`config.mk`:
```
export PLATFORM = sky130hd
export DESIGN_NAME = axil_reg_slave
export DESIGN_NICKNAME = d
export VERILOG_FILES = /design/src/rtl/axil_reg_slave.sv
export SDC_FILE = /design/constraint.sdc
export NUM_CORES = 1
export LEC_CHECK = 0
export BUFFER_PORTS_ARGS = -buffer_cell sky130_fd_sc_hd__buf_2
export CORE_ASPECT_RATIO = 1.4
export CORE_MARGIN = 3
export CORE_UTILIZATION = 65
export DETAILED_ROUTE_END_ITERATION = 8
export PLACE_DENSITY = 0.85
export REMOVE_ABC_BUFFERS = 1
export SYNTH_ARGS = -nofsm -noshare
export SYNTH_HDL_FRONTEND = slang
export SYNTH_SLANG_ARGS = --single-unit
```
`constraint.sdc`:
```
create_clock -name s0_axi_aclk -period 5.4 [get_ports s0_axi_aclk]
set_input_delay 0.54 -clock s0_axi_aclk [delete_from_list [all_inputs] [get_ports s0_axi_aclk]]
set_output_delay 0.54 -clock s0_axi_aclk [all_outputs]
set_load 0.1 [all_outputs]
```
`src/rtl/axil_reg_slave.sv`:
```
// AXI-Lite register slave: eight 32-bit registers, REG7 is a read-only count of completed OKAY writes.
// Define AXIL_ADDR_DECODE_ERR_EN to answer SLVERR for out-of-range/misaligned addresses and REG7 writes.
module axil_reg_slave #(
    parameter int DATA_WIDTH = 32,
    parameter int ADDR_WIDTH = 8
) (
    input  logic                    s0_axi_aclk,
    input  logic                    s0_axi_aresetn,
    input  logic [ADDR_WIDTH-1:0]   s0_axi_awaddr,
    input  logic                    s0_axi_awvalid,
    output logic                    s0_axi_awready,
    input  logic [DATA_WIDTH-1:0]   s0_axi_wdata,
    input  logic [DATA_WIDTH/8-1:0] s0_axi_wstrb,
    input  logic                    s0_axi_wvalid,
    output logic                    s0_axi_wready,
    output logic                    s0_axi_bresp,
    output logic                    s0_axi_bvalid,
    input  logic                    s0_axi_bready,
    input  logic [ADDR_WIDTH-1:0]   s0_axi_araddr,
    input  logic                    s0_axi_arvalid,
    output logic                    s0_axi_arready,
    output logic [DATA_WIDTH-1:0]   s0_axi_rdata,
    output logic                    s0_axi_rresp,
    output logic                    s0_axi_rvalid,
    input  logic                    s0_axi_rready,
    output logic                    dbg_rd_state
);

    // Every channel transfers on a rising edge where valid and ready are both 1; the
    // slave's ready/valid outputs depend only on internal flops, never on master inputs.

    localparam int         NUM_BYTES = DATA_WIDTH / 8;
    localparam logic [2:0] CNT_IDX   = 3'd7;

    typedef enum logic { RD_IDLE = 1'b0, RD_RESP = 1'b1 } rd_state_e;

    logic                  rdy_en_q, rdy_en_d;
    logic                  aw_full_q, aw_full_d;
    logic [ADDR_WIDTH-1:0] aw_addr_q, aw_addr_d;
    logic                  w_full_q, w_full_d;
    logic [DATA_WIDTH-1:0] w_data_q, w_data_d;
    logic [NUM_BYTES-1:0]  w_strb_q, w_strb_d;
    logic                  bvalid_q, bvalid_d;
    logic                  bresp_q, bresp_d;
    logic [DATA_WIDTH-1:0] regs_q [8];
    logic [DATA_WIDTH-1:0] regs_d [8];
    rd_state_e             rd_state_q, rd_state_d;
    logic [DATA_WIDTH-1:0] rdata_q, rdata_d;
    logic                  rresp_q, rresp_d;

    logic       aw_hs, w_hs, ar_hs, b_hs, commit;
    logic [2:0] wr_idx, rd_idx;
    logic       wr_err, rd_err, wr_counts;

    assign wr_idx = aw_addr_q[4:2];
    assign rd_idx = s0_axi_araddr[4:2];

`ifdef AXIL_ADDR_DECODE_ERR_EN
    assign wr_err = (aw_addr_q[ADDR_WIDTH-1:5] != '0) || (aw_addr_q[1:0] != 2'b00)
                    || (wr_idx == CNT_IDX);
    assign rd_err = (s0_axi_araddr[ADDR_WIDTH-1:5] != '0) || (s0_axi_araddr[1:0] != 2'b00);
`else
    logic unused_addr_bits;
    assign unused_addr_bits = ^{aw_addr_q[ADDR_WIDTH-1:5], aw_addr_q[1:0],
                                s0_axi_araddr[ADDR_WIDTH-1:5], s0_axi_araddr[1:0]};
    assign wr_err = 1'b0;
    assign rd_err = 1'b0;
`endif

    // rdy_en_q keeps all readies low during reset and raises them on the first edge after it.
    assign rdy_en_d       = 1'b1;
    assign s0_axi_awready = rdy_en_q && !aw_full_q && !bvalid_q;
    assign s0_axi_wready  = rdy_en_q && !w_full_q && !bvalid_q;
    assign s0_axi_bvalid  = bvalid_q;
    assign s0_axi_bresp   = bresp_q;
    assign s0_axi_rdata   = rdata_q;
    assign s0_axi_rresp   = rresp_q;
    assign dbg_rd_state   = rd_state_q;

    assign aw_hs     = s0_axi_awvalid && s0_axi_awready;
    assign w_hs      = s0_axi_wvalid && s0_axi_wready;
    assign ar_hs     = s0_axi_arvalid && s0_axi_arready;
    assign b_hs      = bvalid_q && s0_axi_bready;
    assign commit    = aw_full_q && w_full_q;
    assign wr_counts = !wr_err && (wr_idx != CNT_IDX);

    always_comb begin
        aw_full_d = aw_full_q;
        aw_addr_d = aw_addr_q;
        w_full_d  = w_full_q;
        w_data_d  = w_data_q;
        w_strb_d  = w_strb_q;
        bvalid_d  = bvalid_q;
        bresp_d   = bresp_q;
        regs_d    = regs_q;
        if (aw_hs) begin
            aw_full_d = 1'b1;
            aw_addr_d = s0_axi_awaddr;
        end
        if (w_hs) begin
            w_full_d = 1'b1;
            w_data_d = s0_axi_wdata;
            w_strb_d = s0_axi_wstrb;
        end
        if (b_hs) begin
            bvalid_d = 1'b0;
        end
        if (commit) begin
            aw_full_d = 1'b0;
            w_full_d  = 1'b0;
            bvalid_d  = 1'b1;
            bresp_d   = wr_err;
            if (wr_counts) begin
                for (int i = 0; i < NUM_BYTES; i++) begin
                    if (w_strb_q[i]) begin
                        regs_d[wr_idx][i*8 +: 8] = w_data_q[i*8 +: 8];
                    end
                end
                regs_d[CNT_IDX] = regs_q[CNT_IDX] + DATA_WIDTH'(1);
            end
        end
    end

    always_ff @(posedge s0_axi_aclk or negedge s0_axi_aresetn) begin
        if (!s0_axi_aresetn) begin
            rdy_en_q  <= 1'b0;
            aw_full_q <= 1'b0;
            aw_addr_q <= '0;
            w_full_q  <= 1'b0;
            w_data_q  <= '0;
            w_strb_q  <= '0;
            bvalid_q  <= 1'b0;
            bresp_q   <= 1'b0;
            for (int i = 0; i < 8; i++) begin
                regs_q[i] <= '0;
            end
        end else begin
            rdy_en_q  <= rdy_en_d;
            aw_full_q <= aw_full_d;
            aw_addr_q <= aw_addr_d;
            w_full_q  <= w_full_d;
            w_data_q  <= w_data_d;
            w_strb_q  <= w_strb_d;
            bvalid_q  <= bvalid_d;
            bresp_q   <= bresp_d;
            regs_q    <= regs_d;
        end
    end

    always_ff @(posedge s0_axi_aclk or negedge s0_axi_aresetn) begin
        if (!s0_axi_aresetn) begin
            rd_state_q <= RD_IDLE;
        end else begin
            rd_state_q <= rd_state_d;
        end
    end

    always_comb begin
        rd_state_d = rd_state_q;
        case (rd_state_q)
            RD_IDLE: if (ar_hs) rd_state_d = RD_RESP;
            RD_RESP: if (s0_axi_rready) rd_state_d = RD_IDLE;
            default: rd_state_d = RD_IDLE;
        endcase
    end

    always_comb begin
        s0_axi_arready = rdy_en_q && (rd_state_q == RD_IDLE);
        s0_axi_rvalid  = (rd_state_q == RD_RESP);
    end

    // Read data samples regs_q, so a same-edge write or count increment is not yet visible.
    always_comb begin
        rdata_d = rdata_q;
        rresp_d = rresp_q;
        if (ar_hs) begin
            rresp_d = rd_err;
            rdata_d = rd_err ? '0 : regs_q[rd_idx];
        end
    end

    always_ff @(posedge s0_axi_aclk or negedge s0_axi_aresetn) begin
        if (!s0_axi_aresetn) begin
            rdata_q <= '0;
            rresp_q <= 1'b0;
        end else begin
            rdata_q <= rdata_d;
            rresp_q <= rresp_d;
        end
    end

endmodule

```
==> summary.txt <==
Die
  • Die area: 0.0242 mm2
  • Starting Density: 66.1%
  • CORE AREA: 0.0219 mm2
  • Die width: 132 um
  • Num rows: 64
  • Height of the chip: 183 um
  • IO Count: 99

Timing
  • Setup-violating endpoint count in the final report: 0
  • Min Tclk post-route: 2.61 ns
  • Worst hold margin: -0.0203 ns
  • Fin. max-slew vios: 0
  • Slew of the pin with the lowest slew margin: 1.09 ns
  • RSZ-0062 raised after global routing: false
  • Setup Total Neg Slack: 0 ns
  • Final Cycle Share: 48.3%
  • Max Fclk: 384 MHz
  • Slew HR: 27.1%
  • Fin. Hold Viols: 11
  • Clk_skew: 0.00881 ns

Finish
  • Inserted Diodes: 0
  • Fraction of layout cells with a size suffix above 1: 45.8%
  • Fill cell count: 1390
  • Register Area: 0.00831 mm2
  • Multi-input gate area: 0.00599 mm2
  • Design Area, Final: 0.0163 mm2
  • Final nets: 1100
  • Layout area overhead: 12.6%

Global route
  • Vias in the first global route: 8976
  • Initial antenna violation count: 0
  • Grt total ovfl: 0
  • Largest net degree at the start of global routing: 181
  • First-pass GRT wire length: 47700 um
  • Total GRT Usage: 24.7%

Route
  • Antenna viol nets, final: 0
  • Remaining DRCs: 0
  • Wire length per cell: 21.2 um
  • Pre-antenna DRT Iters: 4
  • 1st-iter DRT viols: 395
  • Wirelength, routed: 28900 um
  • Via Count: 8181
  • Post-DR vias/cell: 6.02

Yosys
  • Asr flop ratio synth: 100%
  • Cell count after synthesis: 956
  • Largest cells by area after synthesis: dfrtp_1 57%, mux2_2 19%, mux4_2 9.9%
  • Area leader, netlist: dfrtp_1
  • Sequential fraction of the synthesis area: 57.3%
  • FF+latch count, synth: 332
  • Most frequent cells after synthesis: 332 x dfrtp_1, 251 x mux2_2, 64 x mux4_2
  • Cell Area, Synth: 0.0145 mm2
  • Top FF cell, synth: dfrtp_1
  • Count leader, synth: dfrtp_1
  • Synth top area share: 57.3%
  • Synth cell types: 40
  • Mean area per synthesized cell: 15.2 um2
  • Number of synthesized flops with an enable pin: 0
  • Synth Warn #: 0

Setup path
  • Worst Path Required: 5.83 ns
  • Critical R2R Capture: regs_q[244]
  • Worst r2r src: aw_full_q
  • Crit. End Element: register
  • CP max FO: 8
  • Delay-heaviest family, CP: simple AND/OR/NAND/NOR gates
  • Setup slack, reg-to-reg: 2.79 ns
  • Peak per-stage delay on the critical path: 0.94 ns
  • CP bufs+invs: 0
  • Worst path slowest cell: nor2b_1
  • Critical path class: reg2reg
  • Worst path arrival time: 3.04 ns
  • Startpoint Class: register
  • Worst-path cell chain: and2_1 -> nand3_1 -> nor2b_1 -> mux2_2
  • Cells on worst reg2reg path: 4

Clock network
  • Skew-Pair Late Insertion Delay: 0.54 ns
  • CTS Root Cell: clkbuf_16
  • TritonCTS buffer count: 30
  • Sink Count: 332
  • TritonCTS clock tree: done
  • Clock-pin slew on the worst setup and hold paths: 0.07 ns
  • Setup Buffers After CTS: 0
  • Post-CTS sizing: 0
  • Clock Path Buffers: 3
  • Cts-stage hold buffer count: 0
  • H-Tree Depth: 1

Run
  • Maxcap violations: 0

Power
  • Sw frac: 32.3%
  • Comb pwr share: 25.2%
  • Worst vdd ir: 0.337 mV
  • Reg power frac: 46.6%
  • P per Cell Area: 514 mW/mm2
  • P_leak: 7.77 nW
  • Pint: 0.00568 W
  • Clk pwr share: 28.2%
  • Total power: 0.00839 W
  • Switching pwr: 0.00271 W

Hold path
  • Hold Path Class: in2async

Status
  • Violated checks: negative hold slack
  • Status: complete, but fails checks

Placed design
  • PortBufs: 86
  • DP HPWL: 18100 um
  • Dpl cell area: 0.0152 mm2
  • Final Wtd Congestion: 0.828
## worst register-to-register path, cell delays in order (launching register included)
cell and delay [ns]:
dfrtp_1 0.42, and2_1 0.36, nand3_1 0.35, nor2b_1 0.94, mux2_2 0.43
## cell families after synthesis
group | count (synthesis) | synth area share (%)
mux | 359 | 32.5
flops | 332 | 57.3
simple gates | 148 | 5.40
buf+inv | 47 | 1.54
compound gates | 37 | 1.31
xor+xnor | 30 | 1.81
other cells | 2 | 0.0518
fa+ha+maj | 1 | 0.0862
## stage by stage
stage	cells	setup slack, ns	utilization, %
6_report	1360	2.79	74.4
5_1_grt	1360	2.69	74.4
4_1_cts	1360	2.80	74.4
3_5_place_dp	1305	2.64	69.2
3_3_place_gp	1305	2.66	69.2
2_1_floorplan	916	0.881	-
## worst max-delay path by stage
| stage | startpoint | to | slack, ns | depth (start not counted) |
|---|---|---|---|---|
| 6_report | aw_full_q | regs_q[244] | 2.79 | 4 |
| 3_5_place_dp | s0_axi_araddr[2] | s0_axi_rdata[1] | 2.64 | 5 |
| 3_3_place_gp | s0_axi_araddr[2] | s0_axi_rdata[1] | 2.66 | 5 |
| 2_1_floorplan | dbg_rd_state | s0_axi_rdata[0] | 0.88 | 4 |
| 4_1_cts | aw_full_q | regs_q[240] | 2.80 | 4 |
| 5_1_grt | aw_full_q | regs_q[244] | 2.69 | 4 |
## cell usage in the layout (no fill, tap or decap), types with 3 or more instances in the layout
| master | netlist | routed |
|---|---|---|
| clkbuf_8 | 0 | 10 |
| buf_2 | 23 | 83 |
| mux4_2 | 64 | 64 |
| nand3b_1 | 3 | 3 |
| conb_1 | 2 | 3 |
| mux2_1 | 12 | 12 |
| inv_1 | 6 | 6 |
| nor2_1 | 18 | 18 |
| bufinv_16 | 0 | 6 |
| dfrtp_1 | 332 | 332 |
| and3_1 | 3 | 3 |
| xor2_1 | 13 | 13 |
| nand4_1 | 8 | 8 |
| o21ai_0 | 35 | 35 |
| nand3_1 | 17 | 17 |
| nor2_2 | 16 | 16 |
| nor3_1 | 4 | 4 |
| clkbuf_16 | 0 | 31 |
| nand2_1 | 55 | 54 |
| clkinv_2 | 0 | 4 |
| buf_4 | 3 | 7 |
| and2_1 | 6 | 5 |
| xnor2_1 | 17 | 17 |
| mux2_2 | 251 | 251 |
| mux2i_1 | 32 | 32 |
## cell type report
type,instances,share of cell area (%)
Clock buffer,42,5.62
Clock inverter,13,1.37
Inverter,6,0.138
Multi-Input combinational cell,578,36.7
Sequential cell,332,50.9
Tap cell,297,2.28
Timing Repair Buffer,92,3.08
## sequential cells by signal (all words and copies together) (netlist names)
name,flops
regs_q,256
s0_axi_rdata,32
w_data_q,32
w_strb_q,4
aw_addr_q,3
aw_full_q,1
dbg_rd_state,1
rdy_en_q,1
s0_axi_bvalid,1
w_full_q,1
## per-layer routing
metal  share of wire, %  vias up  global-route usage, %
met3                3.3       37                   3.07
li1                   -     3658                      -
met5                  0        -                      0
met4                1.7        0                   5.78
met1                 41     4335                   31.8
met2                 54      151                   45.4
## power groups by stage
stage | registers, W | clock network (W) | logic [W]
2_1_floorplan | 0.00424 | 0 | 0.00121
3_3_place_gp | 0.00387 | 0 | 0.00206
3_5_place_dp | 0.00393 | 0 | 0.00213
4_1_cts | 0.00390 | 0.00240 | 0.00215
5_1_grt | 0.00402 | 0.00252 | 0.00226
6_report | 0.00391 | 0.00237 | 0.00212
(Power assumes the default switching activity.)
